===== config.mk =====
export PLATFORM = sky130hd
export DESIGN_NAME = itch_stock_directory_decoder
export DESIGN_NICKNAME = d
export VERILOG_FILES = /design/src/rtl/itch_pkg.sv /design/src/rtl/itch_lane_writer.sv /design/src/rtl/itch_stock_directory_decoder.sv
export SDC_FILE = /design/constraint.sdc
export NUM_CORES = 1
export LEC_CHECK = 0
export CAP_MARGIN = 20
export CORE_UTILIZATION = 58
export CTS_BUF_LIST = sky130_fd_sc_hd__clkbuf_4
export CTS_CLUSTER_SIZE = 30
export DETAILED_ROUTE_END_ITERATION = 16
export MAX_ROUTING_LAYER = met4
export PLACE_DENSITY = 0.82
export SLEW_MARGIN = 20
export SYNTH_ARGS = -nofsm -noshare
export SYNTH_HDL_FRONTEND = slang
export SYNTH_HIERARCHICAL = 1
export SYNTH_SLANG_ARGS = --single-unit

===== constraint.sdc =====
create_clock -name clk -period 4.5 [get_ports clk]
set_input_delay 0.675 -clock clk [delete_from_list [all_inputs] [get_ports clk]]
set_output_delay 0.675 -clock clk [all_outputs]
set_load 0.01 [all_outputs]

===== src/rtl/itch_pkg.sv =====
`default_nettype none
// +----------------------------------------------------------------------------+
// | Module      : itch_pkg                                                     |
// | Description : Shared definitions for the ITCH 5.0 Stock Directory ('R')    |
// |               decoder: message length, field offsets, legal code sets,     |
// |               the decoded record layout and the code-set checker.          |
// | Revision    : 1.0 - initial release                                        |
// +----------------------------------------------------------------------------+
package itch_pkg;

    // Message geometry (byte offsets from the start of the message)
    localparam int c_msg_len               = 39;
    localparam int c_off_type              = 0;
    localparam int c_off_locate            = 1;
    localparam int c_off_tracking          = 3;
    localparam int c_off_timestamp         = 5;
    localparam int c_off_stock             = 11;
    localparam int c_off_market_cat        = 19;
    localparam int c_off_fin_status        = 20;
    localparam int c_off_round_lot_size    = 21;
    localparam int c_off_round_lots_only   = 25;
    localparam int c_off_issue_class       = 26;
    localparam int c_off_issue_subtype     = 27;
    localparam int c_off_authenticity      = 29;
    localparam int c_off_sst_ind           = 30;
    localparam int c_off_ipo_flag          = 31;
    localparam int c_off_luld_tier         = 32;
    localparam int c_off_etp_flag          = 33;
    localparam int c_off_etp_leverage      = 34;
    localparam int c_off_inverse_ind       = 38;

    localparam logic [7:0] c_type_stock_dir = 8'h52;  // "R"

    // Legal code sets
    typedef enum logic [7:0] {
        DIR_MKT_Q     = 8'h51,
        DIR_MKT_G     = 8'h47,
        DIR_MKT_S     = 8'h53,
        DIR_MKT_N     = 8'h4E,
        DIR_MKT_A     = 8'h41,
        DIR_MKT_P     = 8'h50,
        DIR_MKT_Z     = 8'h5A,
        DIR_MKT_V     = 8'h56,
        DIR_MKT_SPACE = 8'h20
    } dir_market_cat_e;

    typedef enum logic [7:0] {
        DIR_FIN_D     = 8'h44,
        DIR_FIN_E     = 8'h45,
        DIR_FIN_Q     = 8'h51,
        DIR_FIN_S     = 8'h53,
        DIR_FIN_G     = 8'h47,
        DIR_FIN_H     = 8'h48,
        DIR_FIN_J     = 8'h4A,
        DIR_FIN_K     = 8'h4B,
        DIR_FIN_C     = 8'h43,
        DIR_FIN_N     = 8'h4E,
        DIR_FIN_SPACE = 8'h20
    } dir_fin_status_e;

    typedef enum logic [7:0] {
        DIR_YN_Y = 8'h59,
        DIR_YN_N = 8'h4E
    } dir_yn_e;

    typedef enum logic [7:0] {
        DIR_YNS_Y     = 8'h59,
        DIR_YNS_N     = 8'h4E,
        DIR_YNS_SPACE = 8'h20
    } dir_yns_e;

    typedef enum logic [7:0] {
        DIR_AUTH_P = 8'h50,
        DIR_AUTH_T = 8'h54
    } dir_authenticity_e;

    typedef enum logic [7:0] {
        DIR_LULD_1     = 8'h31,
        DIR_LULD_2     = 8'h32,
        DIR_LULD_SPACE = 8'h20
    } dir_luld_e;

    // Decoded record. Fields are in wire order with every multi-byte field
    // big-endian, so the packed struct is exactly bytes 1..38 concatenated.
    typedef struct packed {
        logic [15:0] locate;
        logic [15:0] tracking;
        logic [47:0] timestamp;
        logic [63:0] stock;
        logic [7:0]  market_cat;
        logic [7:0]  fin_status;
        logic [31:0] round_lot_size;
        logic [7:0]  round_lots_only;
        logic [7:0]  issue_class;
        logic [15:0] issue_subtype;
        logic [7:0]  authenticity;
        logic [7:0]  sst_ind;
        logic [7:0]  ipo_flag;
        logic [7:0]  luld_tier;
        logic [7:0]  etp_flag;
        logic [31:0] etp_leverage;
        logic [7:0]  inverse_ind;
    } itch_dir_rec_t;

    // Returns one bit per enumerated field, set when the byte is outside its
    // legal set. Bit 0 = market_cat ... bit 8 = inverse.
    function automatic logic [8:0] dir_code_check(
        input logic [7:0] market_cat,
        input logic [7:0] fin_status,
        input logic [7:0] round_lots_only,
        input logic [7:0] authenticity,
        input logic [7:0] sst_ind,
        input logic [7:0] ipo_flag,
        input logic [7:0] luld_tier,
        input logic [7:0] etp_flag,
        input logic [7:0] inverse_ind
    );
        logic [8:0] v_err;
        v_err    = '0;
        v_err[0] = !(market_cat inside {DIR_MKT_Q, DIR_MKT_G, DIR_MKT_S, DIR_MKT_N,
                                        DIR_MKT_A, DIR_MKT_P, DIR_MKT_Z, DIR_MKT_V,
                                        DIR_MKT_SPACE});
        v_err[1] = !(fin_status inside {DIR_FIN_D, DIR_FIN_E, DIR_FIN_Q, DIR_FIN_S,
                                        DIR_FIN_G, DIR_FIN_H, DIR_FIN_J, DIR_FIN_K,
                                        DIR_FIN_C, DIR_FIN_N, DIR_FIN_SPACE});
        v_err[2] = !(round_lots_only inside {DIR_YN_Y, DIR_YN_N});
        v_err[3] = !(authenticity inside {DIR_AUTH_P, DIR_AUTH_T});
        v_err[4] = !(sst_ind inside {DIR_YNS_Y, DIR_YNS_N, DIR_YNS_SPACE});
        v_err[5] = !(ipo_flag inside {DIR_YNS_Y, DIR_YNS_N, DIR_YNS_SPACE});
        v_err[6] = !(luld_tier inside {DIR_LULD_1, DIR_LULD_2, DIR_LULD_SPACE});
        v_err[7] = !(etp_flag inside {DIR_YNS_Y, DIR_YNS_N, DIR_YNS_SPACE});
        v_err[8] = !(inverse_ind inside {DIR_YN_Y, DIR_YN_N});
        return v_err;
    endfunction

endpackage
`default_nettype wire


===== src/rtl/itch_lane_writer.sv =====
`default_nettype none
// +----------------------------------------------------------------------------+
// | Module      : itch_lane_writer                                             |
// | Description : Maps the valid lanes of one input beat onto absolute message |
// |               offsets, given the number of bytes already received.         |
// |   i_beat_en    : beat is accepted in the collecting state                  |
// |   i_byte_cnt   : bytes of this message received before this beat           |
// |   i_keep/i_data: lane valids / lane bytes of the beat                      |
// |   o_wr_en      : per-offset write enable (offset 0 .. NUM_OFFSETS-1)       |
// |   o_wr_data    : per-offset byte, offset k in bits [8k+7:8k]               |
// |   o_beat_bytes : number of valid lanes in the beat                         |
// | Revision    : 1.0 - initial release                                        |
// +----------------------------------------------------------------------------+
module itch_lane_writer #(
    parameter int DATA_BYTES  = 1,
    parameter int NUM_OFFSETS = 39
) (
    input  logic                     i_beat_en,
    input  logic [5:0]               i_byte_cnt,
    input  logic [DATA_BYTES-1:0]    i_keep,
    input  logic [8*DATA_BYTES-1:0]  i_data,
    output logic [NUM_OFFSETS-1:0]   o_wr_en,
    output logic [8*NUM_OFFSETS-1:0] o_wr_data,
    output logic [3:0]               o_beat_bytes
);

    // Valid lanes are contiguous from lane 0, so a plain popcount is the
    // number of bytes the beat carries.
    logic [3:0] w_pop;
    always_comb begin
        w_pop = 4'd0;
        for (int l = 0; l < DATA_BYTES; l++) begin
            if (i_keep[l]) begin
                w_pop = w_pop + 4'd1;
            end
        end
    end
    assign o_beat_bytes = w_pop;

    // Lane l lands on offset i_byte_cnt + l. The sum is kept 7 bits wide so a
    // saturated count never wraps back onto low offsets.
    for (genvar g_o = 0; g_o < NUM_OFFSETS; g_o++) begin : g_off
        logic       w_hit;
        logic [7:0] w_byte;
        always_comb begin
            w_hit  = 1'b0;
            w_byte = 8'h00;
            for (int l = 0; l < DATA_BYTES; l++) begin
                if (i_beat_en && i_keep[l] &&
                    (({1'b0, i_byte_cnt} + 7'(l)) == 7'(g_o))) begin
                    w_hit  = 1'b1;
                    w_byte = i_data[8*l +: 8];
                end
            end
        end
        assign o_wr_en[g_o]            = w_hit;
        assign o_wr_data[8*g_o +: 8]   = w_byte;
    end

endmodule
`default_nettype wire


===== src/rtl/itch_stock_directory_decoder.sv =====
`default_nettype none
// +----------------------------------------------------------------------------+
// | Module      : itch_stock_directory_decoder                                 |
// | Description : Assembles a framed ITCH 5.0 Stock Directory ('R') message    |
// |               arriving DATA_BYTES per beat into one registered record,     |
// |               with per-field code checks and short/long length flags.      |
// |   clk, rst          : clock, synchronous active-high reset                 |
// |   s_valid/s_ready   : input beat handshake                                 |
// |   s_data/s_keep     : lane bytes (lane 0 earliest) / contiguous lane valids|
// |   s_last            : final beat of a message                              |
// |   m_valid/m_ready   : record handshake                                     |
// |   m_<field>         : decoded record fields                                |
// |   m_code_err        : illegal code per field (bit0 market_cat..bit8 inv.)  |
// |   m_len_err         : bit0 short, bit1 long                                |
// | Optional    : define ITCH_DIR_STATS_EN for stat_records / stat_errors /    |
// |               stat_drops 32-bit wrapping counters.                         |
// | Revision    : 1.0 - initial release                                        |
// +----------------------------------------------------------------------------+
module itch_stock_directory_decoder #(
    parameter int DATA_BYTES = 1,
    parameter int MSG_LEN    = 39
) (
    input  logic                    clk,
    input  logic                    rst,
    input  logic                    s_valid,
    output logic                    s_ready,
    input  logic [8*DATA_BYTES-1:0] s_data,
    input  logic [DATA_BYTES-1:0]   s_keep,
    input  logic                    s_last,
    output logic                    m_valid,
    input  logic                    m_ready,
    output logic [15:0]             m_locate,
    output logic [15:0]             m_tracking,
    output logic [47:0]             m_timestamp,
    output logic [63:0]             m_stock,
    output logic [7:0]              m_market_cat,
    output logic [7:0]              m_fin_status,
    output logic [31:0]             m_round_lot_size,
    output logic [7:0]              m_round_lots_only,
    output logic [7:0]              m_issue_class,
    output logic [15:0]             m_issue_subtype,
    output logic [7:0]              m_authenticity,
    output logic [7:0]              m_sst_ind,
    output logic [7:0]              m_ipo_flag,
    output logic [7:0]              m_luld_tier,
    output logic [7:0]              m_etp_flag,
    output logic [31:0]             m_etp_leverage,
    output logic [7:0]              m_inverse_ind,
    output logic [8:0]              m_code_err,
`ifdef ITCH_DIR_STATS_EN
    output logic [1:0]              m_len_err,
    output logic [31:0]             stat_records,
    output logic [31:0]             stat_errors,
    output logic [31:0]             stat_drops
`else
    output logic [1:0]              m_len_err
`endif
);
    import itch_pkg::*;

    // Payload bytes held in the assembly buffer (offsets 1..38); byte 0 is
    // only ever inspected for the message type.
    localparam int         c_pay_bytes = c_msg_len - 1;
    localparam logic [6:0] c_len       = 7'(MSG_LEN);

    localparam logic [1:0] S_COLLECT = 2'd0;
    localparam logic [1:0] S_HOLD    = 2'd1;
    localparam logic [1:0] S_DROP    = 2'd2;

    logic [1:0]               r_state;
    logic [1:0]               w_state_nxt;
    logic [5:0]               r_byte_cnt;
    logic [5:0]               w_cnt_nxt;
    logic [6:0]               w_cnt_sum;
    // Offset 1 lives in the top byte so the buffer reads as an itch_dir_rec_t.
    logic [8*c_pay_bytes-1:0] r_buf;
    logic [8*c_pay_bytes-1:0] w_buf_nxt;
    logic [c_msg_len-1:0]     w_wr_en;
    logic [8*c_msg_len-1:0]   w_wr_data;
    logic [3:0]               w_beat_bytes;
    logic                     w_collect_beat;
    logic                     w_bad_type;
    itch_dir_rec_t            w_rec;
    itch_dir_rec_t            r_rec;
    logic [8:0]               w_code_err;
    logic [8:0]               r_code_err;
    logic [1:0]               w_len_err;
    logic [1:0]               r_len_err;

    // A beat is only consumed into the record while collecting; in DROP it
    // is accepted but discarded.
    assign w_collect_beat = s_valid && (r_state == S_COLLECT);

    itch_lane_writer #(
        .DATA_BYTES  (DATA_BYTES),
        .NUM_OFFSETS (c_msg_len)
    ) u_lane_writer (
        .i_beat_en    (w_collect_beat),
        .i_byte_cnt   (r_byte_cnt),
        .i_keep       (s_keep),
        .i_data       (s_data),
        .o_wr_en      (w_wr_en),
        .o_wr_data    (w_wr_data),
        .o_beat_bytes (w_beat_bytes)
    );

    // Byte count saturates at 63 so very long messages still read as long.
    assign w_cnt_sum = {1'b0, r_byte_cnt} + {3'b000, w_beat_bytes};
    assign w_cnt_nxt = (w_cnt_sum > 7'd63) ? 6'd63 : w_cnt_sum[5:0];

    assign w_bad_type = w_wr_en[c_off_type] &&
                        (w_wr_data[8*c_off_type +: 8] != c_type_stock_dir);

    always_comb begin
        w_buf_nxt = r_buf;
        for (int o = 1; o < c_msg_len; o++) begin
            if (w_wr_en[o]) begin
                w_buf_nxt[8*(c_msg_len-1-o) +: 8] = w_wr_data[8*o +: 8];
            end
        end
    end

    assign w_rec      = itch_dir_rec_t'(w_buf_nxt);
    assign w_code_err = dir_code_check(w_rec.market_cat, w_rec.fin_status,
                                       w_rec.round_lots_only, w_rec.authenticity,
                                       w_rec.sst_ind, w_rec.ipo_flag,
                                       w_rec.luld_tier, w_rec.etp_flag,
                                       w_rec.inverse_ind);
    assign w_len_err  = {({1'b0, w_cnt_nxt} > c_len), ({1'b0, w_cnt_nxt} < c_len)};

    // State register
    always_ff @(posedge clk) begin
        if (rst) begin
            r_state <= S_COLLECT;
        end else begin
            r_state <= w_state_nxt;
        end
    end

    // Next state and handshake outputs
    always_comb begin
        w_state_nxt = r_state;
        s_ready     = 1'b1;
        m_valid     = 1'b0;
        case (r_state)
            S_COLLECT: begin
                if (s_valid) begin
                    if (w_bad_type) begin
                        // A one-beat foreign message is already framed.
                        w_state_nxt = s_last ? S_COLLECT : S_DROP;
                    end else if (s_last) begin
                        w_state_nxt = S_HOLD;
                    end
                end
            end
            S_HOLD: begin
                s_ready = 1'b0;
                m_valid = 1'b1;
                if (m_ready) begin
                    w_state_nxt = S_COLLECT;
                end
            end
            S_DROP: begin
                if (s_valid && s_last) begin
                    w_state_nxt = S_COLLECT;
                end
            end
            default: begin
                w_state_nxt = S_COLLECT;
            end
        endcase
    end

    // Assembly buffer and output record. The buffer is cleared whenever a
    // message ends (or is dropped) so bytes never received read as zero.
    always_ff @(posedge clk) begin
        if (rst) begin
            r_byte_cnt <= '0;
            r_buf      <= '0;
            r_rec      <= '0;
            r_code_err <= '0;
            r_len_err  <= '0;
        end else if (w_collect_beat) begin
            if (w_bad_type || s_last) begin
                r_byte_cnt <= '0;
                r_buf      <= '0;
            end else begin
                r_byte_cnt <= w_cnt_nxt;
                r_buf      <= w_buf_nxt;
            end
            if (s_last && !w_bad_type) begin
                r_rec      <= w_rec;
                r_code_err <= w_code_err;
                r_len_err  <= w_len_err;
            end
        end
    end

    assign m_locate          = r_rec.locate;
    assign m_tracking        = r_rec.tracking;
    assign m_timestamp       = r_rec.timestamp;
    assign m_stock           = r_rec.stock;
    assign m_market_cat      = r_rec.market_cat;
    assign m_fin_status      = r_rec.fin_status;
    assign m_round_lot_size  = r_rec.round_lot_size;
    assign m_round_lots_only = r_rec.round_lots_only;
    assign m_issue_class     = r_rec.issue_class;
    assign m_issue_subtype   = r_rec.issue_subtype;
    assign m_authenticity    = r_rec.authenticity;
    assign m_sst_ind         = r_rec.sst_ind;
    assign m_ipo_flag        = r_rec.ipo_flag;
    assign m_luld_tier       = r_rec.luld_tier;
    assign m_etp_flag        = r_rec.etp_flag;
    assign m_etp_leverage    = r_rec.etp_leverage;
    assign m_inverse_ind     = r_rec.inverse_ind;
    assign m_code_err        = r_code_err;
    assign m_len_err         = r_len_err;

`ifdef ITCH_DIR_STATS_EN
    logic [31:0] r_stat_records;
    logic [31:0] r_stat_errors;
    logic [31:0] r_stat_drops;

    always_ff @(posedge clk) begin
        if (rst) begin
            r_stat_records <= '0;
            r_stat_errors  <= '0;
            r_stat_drops   <= '0;
        end else begin
            if (m_valid && m_ready) begin
                r_stat_records <= r_stat_records + 32'd1;
                if ((|r_code_err) || (|r_len_err)) begin
                    r_stat_errors <= r_stat_errors + 32'd1;
                end
            end
            if (w_collect_beat && w_bad_type) begin
                r_stat_drops <= r_stat_drops + 32'd1;
            end
        end
    end

    assign stat_records = r_stat_records;
    assign stat_errors  = r_stat_errors;
    assign stat_drops   = r_stat_drops;
`endif

endmodule
`default_nettype wire


==> results.md, run 1 <==
- Max Clk Rate: 256 MHz
- launch point of the worst hold path: rst
- EDFF count, synth: 0
- Hold WC Path Type: in -> reg
- share of synthesized area spent on multiplexers: 10.9%
- placeable core region: 0.0491 mm²
- share of power burned in combinational logic: 13.2%
- time the worst path needs with I/O delays and setup: 3.90 ns
- area of the die: 0.0508 mm²
- highest-delay cell along the critical path: or4_4
- number of fill cells: 3,831
- final weighted congestion of routability-driven global placement: 0.916
- clock network fraction of design power: 39.2%
- mean cell area of the mapped netlist: 8.89 µm²
- Syn-to-layout area delta: 18.8%
- RSZ-0062 raised after global routing: false
- top_reg_cell synth: dfxtp_1
- most frequent cells in the layout: nor2_1 (645), dfxtp_1 (627), clkdlybuf4s50_1 (328)
- number of nets in the layout: 3,475
- cell area after synthesis: 0.0289 mm²
- Clock Skew: 0.0634 ns
- Hold Crit Depth: 2
- Post-Syn Instances: 3,254
- setup TNS: 0 ns
- largest net degree at the start of global routing: 174
- # Post-CTS Setup Buffers: 0
- final hold slack: 0.190 ns
- net switching power of the design: 3450 µW
- final global-route overflow total: 0
- max-cap check violation count: 0
- highest net fanout along the worst path: 84
- Die X: 225 µm
- endpoints failing hold: 0
- number of hold-repair buffers added at the cts stage: 0
- number of iterations in the first detailed-routing pass: 6
- net switching fraction of the power: 27.7%
- total power density per cell area: 362 mW/mm²
- Critical Path, Cell by Cell: or4_4 -> nor3_2 -> nor4bb_1 -> a21boi_4 -> buf_4 -> nor3_4 -> buf_12 -> a32oi_1 -> nor2_1
- transition time of the tightest slew-check pin: 1.08 ns
- number of different library cells in the post-synthesis netlist: 64
- Min-Delay Endpoint: r_buf[183]$_SDFFE_PP0P_
- TritonCTS clock tree: built
- height of the die: 225 µm
- sequential element share of the synthesized area: 43.4%
- Finished Layout Cells: 4,233
- number of vias in the routed layout: 26,800
- total routing usage reported by global routing: 34.2%
- share of async-settable or async-resettable flops after synthesis: 0%
- number of placed instances with taps included: 3,955
- DP HPWL: 55,400 µm
- Final setup viols: 0
- number of warning messages in the yosys log: 6
- number of global-route vias before repair: 25,200
- delay contributed by the slowest stage of the critical path: 0.83 ns
- wire length per cell after detailed routing: 20.5 µm
- data required time at the worst endpoint: 5.44 ns
- Resized Gates After CTS: 0
- reg-to-reg slack, setup: 0.60 ns
- number of buffer cells added on primary ports: 330
- CP Capture Type: flip-flop
- R2R cell count: 9
- later-pin clock latency in the skew report: 1.05 ns
- number of buffers created by CTS: 163
- Cell Rows: 81
- remaining max-slew budget at the tightest pin: 27.9%
- number of nets still failing antenna checks after routing: 0
- antenna violations before repair: 4
- number of primary I/O pins: 331
- startpoint types: flip-flop
- status: finished clean
- crit share post-route: 86.7%
- Reg2Reg Capture Point: r_buf[28]$_SDFFE_PP0P_
- Critical Setup Path Class: reg -> reg
- combinational family with the most area after synthesis: simple AND/OR/NAND/NOR gates
- sequential power share: 47.6%
- Power Internal: 9000 µW
- via count normalized by instance count: 6.33
- launching point of the worst reg2reg path: r_byte_cnt[3]$_SDFFE_PP0P_
- H-tree depth: 4
- first-pass GRT wire length: 134,000 µm
- Sinks on Clock Net: 627
- effective utilization at floorplan: 59.0%
- signal arrival time at the worst endpoint: 4.84 ns
- worst-case clock buffer depth: 3
- area fraction in and, or, nand and nor cells after synthesis: 19.8%
- clock edge transition at the registers on the reported setup and hold paths: 0.07 ns
- Max VDD drop: 0.228 mV
- layout cells sized above 1: 14.2%
- count of routing violations after the opening detailed-route iteration: 3,076
- total wire length after detailed routing: 86,900 µm
- flops & latches, synth: 627
- synthesized-area fraction occupied by xor and xnor cells: 0.242%
- final max-slew violation count: 0
- most common cell after layout, fill and taps aside: nor2_1
- leakage dissipation: 0.0105 µW
- DRC violations left: 0
- fraction of the mapped netlist area in compound gates: 18.6%
- adder-cell share of the synthesized area: 0.242%
- clk root buf: clkbuf_4
## layout make-up
class / instances / area [µm²] / area share [%]
timing repair buffer: 446 / 4370 / 12.7
sequential: 627 / 12600 / 36.5
inverter: 18 / 67.6 / 0.197
clock inverter: 40 / 268 / 0.779
tap: 664 / 831 / 2.42
clock buffer: 232 / 1740 / 5.07
antenna: 6 / 15.0 / 0.0437
multi-input combinational: 2200 / 14500 / 42.2
## state kept, by name, indices dropped and copies added, names as in the netlist, 9 cells and up
| register | count |
|---|---|
| m_issue_subtype | 16 |
| m_timestamp | 48 |
| m_etp_leverage | 32 |
| m_code_err | 9 |
| m_tracking | 16 |
| r_buf | 304 |
| m_round_lot_size | 32 |
| m_stock | 64 |
| m_locate | 16 |
## critical path, delay by kind of cell (launching register included)
kind | cells | cell delay (ns)
buffers and inverters | 2 | 0.76
AOI/OAI and AO/OA | 2 | 0.42
DFF | 1 | 0.43
and+or+nand+nor | 5 | 2.09
## Yosys cell counts (all sizes together), types with 3 or more instances
master	count	area share, %
o31ai	39	1.0
nor4	5	0.16
a32oi	262	7.9
or4b	5	0.17
nor4bb	3	0.10
buf	187	3.8
nand2	45	0.58
nand2b	6	0.13
nand3b	21	0.54
xor2	6	0.18
dfxtp	627	43
o21ai	5	0.086
o211ai	6	0.16
or3b	9	0.27
or4	5	0.14
ha	4	0.17
mux2	22	0.86
a22oi	17	0.44
nor4b	10	0.32
nand4bb	4	0.16
and3	5	0.11
a2111oi	5	0.16
nand4b	3	0.091
a21oi	45	0.78
inv	18	0.23
nor3	355	7.3
nand4	4	0.086
mux2i	289	10
nor2	656	8.6
nand3	40	0.69
clkbuf	224	2.9
or3	6	0.13
a211oi	289	7.5
## metal layers
metal  GRT usage (%)  wire length [µm]
met4            14.7              2970
met2            50.4             39100
met3            8.80              7960
met1            44.2             36800
met5               -                 0
## how the worst max path moves through the flow
| stage | start | to | slack, ns | depth (start not counted) |
|---|---|---|---|---|
| after floorplan | s_valid | m_code_err[2]$_SDFFE_PP0P_ | 0.52 | 15 |
| after global placement | s_valid | r_buf[274]$_SDFFE_PP0P_ | 0.37 | 12 |
| after detailed placement | s_valid | r_buf[136]$_SDFFE_PP0P_ | 0.21 | 12 |
| after CTS | r_byte_cnt[3]$_SDFFE_PP0P_ | r_buf[28]$_SDFFE_PP0P_ | 0.65 | 9 |
| after global routing | r_byte_cnt[3]$_SDFFE_PP0P_ | r_buf[138]$_SDFFE_PP0P_ | 0.36 | 9 |
| final | r_byte_cnt[3]$_SDFFE_PP0P_ | r_buf[28]$_SDFFE_PP0P_ | 0.60 | 9 |
## logic make-up (layout without fill, tap and decap cells)
group	after synthesis	in the layout
buf+inv	429	736
mux	311	311
flops	627	627
fa+ha+maj	5	5
simple gates	1188	1188
xor+xnor	8	8
other cells	1	9
compound gates	685	685
## metrics by stage
| stage | area, µm² | setup slack (ns) | power, µW | utilization, % |
|---|---|---|---|---|
| finish | 34400 | 0.600 | 12500 | 70.0 |
| global route | 34400 | 0.360 | 13000 | 70.0 |
| CTS | 34300 | 0.649 | 12500 | 70.0 |
| detailed placement | 32300 | 0.214 | 7660 | 65.9 |
| global placement | 32300 | 0.369 | 7610 | 65.9 |
| floorplan | 28900 | 0.517 | 6900 | - |
## power by group through the flow
| stage | Combinational, µW | Sequential (µW) | Clock (µW) |
|---|---|---|---|
| final | 1640 | 5920 | 4890 |
| after global routing | 1750 | 5940 | 5270 |
| after CTS | 1620 | 5920 | 4970 |
| after detailed placement | 1610 | 6040 | 0 |
| after global placement | 1580 | 6040 | 0 |
| after floorplan | 799 | 6100 | 0 |
Power figures use the tool's default switching activity.
==> inputs of run 2 (changes only) <==
--- a/config.mk
+++ b/config.mk
@@ -6,13 +6,13 @@
 export NUM_CORES = 1
 export LEC_CHECK = 0
 export CAP_MARGIN = 20
-export CORE_UTILIZATION = 58
+export CORE_UTILIZATION = 60
 export CTS_BUF_LIST = sky130_fd_sc_hd__clkbuf_4
 export CTS_CLUSTER_SIZE = 30
 export DETAILED_ROUTE_END_ITERATION = 16
+export DONT_BUFFER_PORTS = 1
 export MAX_ROUTING_LAYER = met4
-export PLACE_DENSITY = 0.82
-export SLEW_MARGIN = 20
+export PLACE_DENSITY = 0.76
 export SYNTH_ARGS = -nofsm -noshare
 export SYNTH_HDL_FRONTEND = slang
 export SYNTH_HIERARCHICAL = 1
==> run 2 against run 1 <==
Effect of this change:
- the flow now finishes with violations (setup timing)
- critical endpoint is now r_buf[261]$_SDFFE_PP0P_
- clock power up 1%
- setup slack worse by 0.62 ns
- clock-buffer cell count shrank 4
- largest cell class unchanged
- fmax down 14%
- via count up 3.4%
- critical path depth increased by 4
- flip-flop and latch count unchanged
- power shrank 1.9%
- critical path type unchanged
- design area rose by 0.74%
- non-clock buffer count rose by 30
- global-route usage increased by 3.5 points
==> results.md, run 2 (synthesis gave the netlist of run 1 again) <==
- status: finished, violations left
- failing checks: setup timing
- H-tree depth: 4, unchanged
- remaining max-slew budget at the tightest pin: 5.86%, -22 points
- footprint of the multi-input gates: 0.0145 mm², about the same
- number of primary I/O pins: 331, unchanged
- placeable core region: 0.0476 mm², -2.9%
- Sinks on Clock Net: 627, unchanged
- fraction of met2 tracks used by global routing: 55.1%, +4.7 points
- Max Clk Rate: 221 MHz, -14%
- height of the die: 222 µm, -1.7%
- RSZ-0062 raised after global routing: true
- transition time of the tightest slew-check pin: 1.41 ns, +0.331 ns
- number of fill cells: 3,306, -14%
- family with the most delay on the worst path: buffers and inverters
- count of routing violations after the opening detailed-route iteration: 3,161, +2.8%
- clk root buf: clkbuf_4
- highest net fanout along the worst path: 30, -64%
- Die X: 222 µm, -1.7%
- via count normalized by instance count: 6.59, +4.0%
- crit share post-route: 100%, +14 points
- number of global-route vias before repair: 26,500, +5.0%
- startpoint types: flip-flop
- signal arrival time at the worst endpoint: 5.45 ns, +0.61 ns
- total wire length after detailed routing: 92,900 µm, +6.9%
- net switching power of the design: 3410 µW, -1.1%
- later-pin clock latency in the skew report: 1.02 ns, -0.03 ns
- highest-delay cell along the critical path: o31ai_1
- max-cap check violation count: 0, unchanged
- minimum setup slack in the final design: -0.0171 ns, -0.617 ns
- Power Internal: 8810 µW, -2.1%
- number of buffer cells added on primary ports: 0, -100%
- share of power burned in combinational logic: 9.8%, -3.4 points
- Final setup viols: 1, +1
- layout cells sized above 1: 13.3%, -0.89 points
- R2R cell count: 13, +4
- final max-slew violation count: 0, unchanged
- Cell Rows: 80, -1.2%
- final global-route overflow total: 0, unchanged
- reg-to-reg slack, setup: -0.02 ns, -0.62 ns
- data required time at the worst endpoint: 5.44 ns, about the same
- Buffers & Inverters on Critical Path: 4, +2
- delay contributed by the slowest stage of the critical path: 0.98 ns, +0.15 ns
- number of vias in the routed layout: 27,700, +3.4%
- number of buffers created by CTS: 162, -0.61%
- number of nets still failing antenna checks after routing: 0, unchanged
- DP HPWL: 51,800 µm, -6.5%
- total power density per cell area: 353 mW/mm², -2.6%
- total routing usage reported by global routing: 37.7%, +3.5 points
- Largest register FFs: 304, unchanged
- endpoints failing hold: 0, unchanged
- largest net degree at the start of global routing: 382, +120%
- Critical Setup Path Class: reg -> reg
- critical path depth in cells: 13, +4
- Max VDD drop: 0.241 mV, +5.8%
- TritonCTS clock tree: built
- launching point of the worst reg2reg path: r_state[0]$_SDFFE_PP0P_
- first-pass GRT wire length: 144,000 µm, +7.5%
- clock edge transition at the registers on the reported setup and hold paths: 0.07 ns, about the same
- clock network fraction of design power: 40.5%, +1.3 points
- most common cell after layout, fill and taps aside: nor2_1
- number of nets in the layout: 3,504, +0.83%
- Syn-to-layout area delta: 19.6%
- DRC violations left: 0, unchanged
- Reg2Reg Capture Point: r_buf[261]$_SDFFE_PP0P_
- worst-case clock buffer depth: 3, unchanged
- Hold WC Path Type: in -> reg
- final weighted congestion of routability-driven global placement: 0.912, -0.40%
- Post-Place Setup Slack: 0.572 ns, +0.359 ns
- wire length per cell after detailed routing: 22.1 µm, +7.6%
- capture point of the critical path: r_buf[261]$_SDFFE_PP0P_
- antenna violations before repair: 1, -3
- net switching fraction of the power: 27.9%, +0.21 points
- Critical Path, Cell by Cell: nor2_1 -> nand2_2 -> inv_2 -> nand4bb_4 -> nor3_2 -> nor4bb_1 -> a21boi_4 -> buf_4 -> buf_4 -> o31ai_1 -> a32oi_1 -> nor2_1 -> dlygate4sd3_1
- area of the die: 0.0491 mm², -3.3%
- Most flops, register: r_buf
- leakage dissipation: 0.0117 µW, +12%
- most frequent cells in the layout: nor2_1 (645), dfxtp_1 (627), dlygate4sd3_1 (385)
- GR Util met3: 11.6%, +2.8 points
- combined flip-flop and latch cell area: 0.0126 mm², unchanged
- critical path startpoint: r_state[0]$_SDFFE_PP0P_
- Top Usage Layer GRT: met2
- Clock Skew: 0.0521 ns, -0.0113 ns
- final hold slack: 0.152 ns, -0.0383 ns
- effective utilization at floorplan: 60.7%, +1.7 points
- time the worst path needs with I/O delays and setup: 4.52 ns, +0.617 ns
- number of iterations in the first detailed-routing pass: 6, unchanged
- met1 GRT Util: 46.9%, +2.7 points
- CP Capture Type: flip-flop
- sequential power share: 49.6%, +2.0 points
==> run 2: area by class of cell <==
class	count	area share (%)
Timing Repair Buffer	476	13.5
Inverter	18	0.195
Clock buffer	228	4.95
Clock inverter	41	0.893
Antenna cell	2	0.0145
Sequential cell	627	36.3
Multi-Input combinational cell	2200	41.9
Tap cell	615	2.22
==> run 2: worst reg2reg max path, stage by stage (launching register included) <==
cell and delay, ns:
dfxtp_1 0.40, nor2_1 0.15, nand2_2 0.08, inv_2 0.31
nand4bb_4 0.29, nor3_2 0.20, nor4bb_1 0.48, a21boi_4 0.11
buf_4 0.23, buf_4 0.33, o31ai_1 1.00, a32oi_1 0.15
nor2_1 0.16, dlygate4sd3_1 0.57
==> run 2: power by group through the flow <==
stage               registers, µW  logic [µW]  clock network (µW)
global placement             6180         882                   0
CTS                          6060        1140                4990
global route                 6080        1290                5320
detailed placement           6180         917                   0
floorplan                    6100         799                   0
finish                       6060        1200                4960
==> run 2: through the flow <==
stage / TNS (ns) / cell area, µm² / utilization (%) / total power, µW / cells
6_report: -0.0171 / 34600 / 72.6 / 12200 / 4207
5_1_grt: -10.52 / 34600 / 72.6 / 12700 / 4207
4_1_cts: 0 / 34500 / 72.5 / 12200 / 4197
3_5_place_dp: 0 / 28600 / 60.1 / 7100 / 3542
3_3_place_gp: 0 / 28600 / 60.1 / 7060 / 3540
2_1_floorplan: 0 / 28900 / - / 6900 / 3256
==> run 2: routing by layer <==
| layer | wire (µm) | up-vias |
|---|---|---|
| li1 | - | 12500 |
| met1 | 37300 | 13300 |
| met2 | 41200 | 1582 |
| met3 | 10200 | 336 |
| met4 | 4190 | 0 |
| met5 | 0 | - |
==> run 2: worst min-delay path by stage <==
stage,start,to,slack (ns),depth (start not counted)
2_1_floorplan,r_buf[0]$_SDFFE_PP0P_,r_buf[0]$_SDFFE_PP0P_,0.43,2
4_1_cts,s_last,r_buf[154]$_SDFFE_PP0P_,0.03,3
3_5_place_dp,r_buf[47]$_SDFFE_PP0P_,r_buf[47]$_SDFFE_PP0P_,0.44,2
5_1_grt,s_last,r_buf[156]$_SDFFE_PP0P_,0.07,4
6_report,s_last,r_buf[154]$_SDFFE_PP0P_,0.15,3
3_3_place_gp,r_buf[40]$_SDFFE_PP0P_,r_buf[40]$_SDFFE_PP0P_,0.43,2
==> run 2: timing repair <==
action / 4_1_cts / 5_1_grt
setup endpoints to repair: 0 / 295
hold endpoints to repair: 627 / 0
hold buffers: 386 / 0
gates resized for setup: 0 / 3
setup buffers: 0 / 2
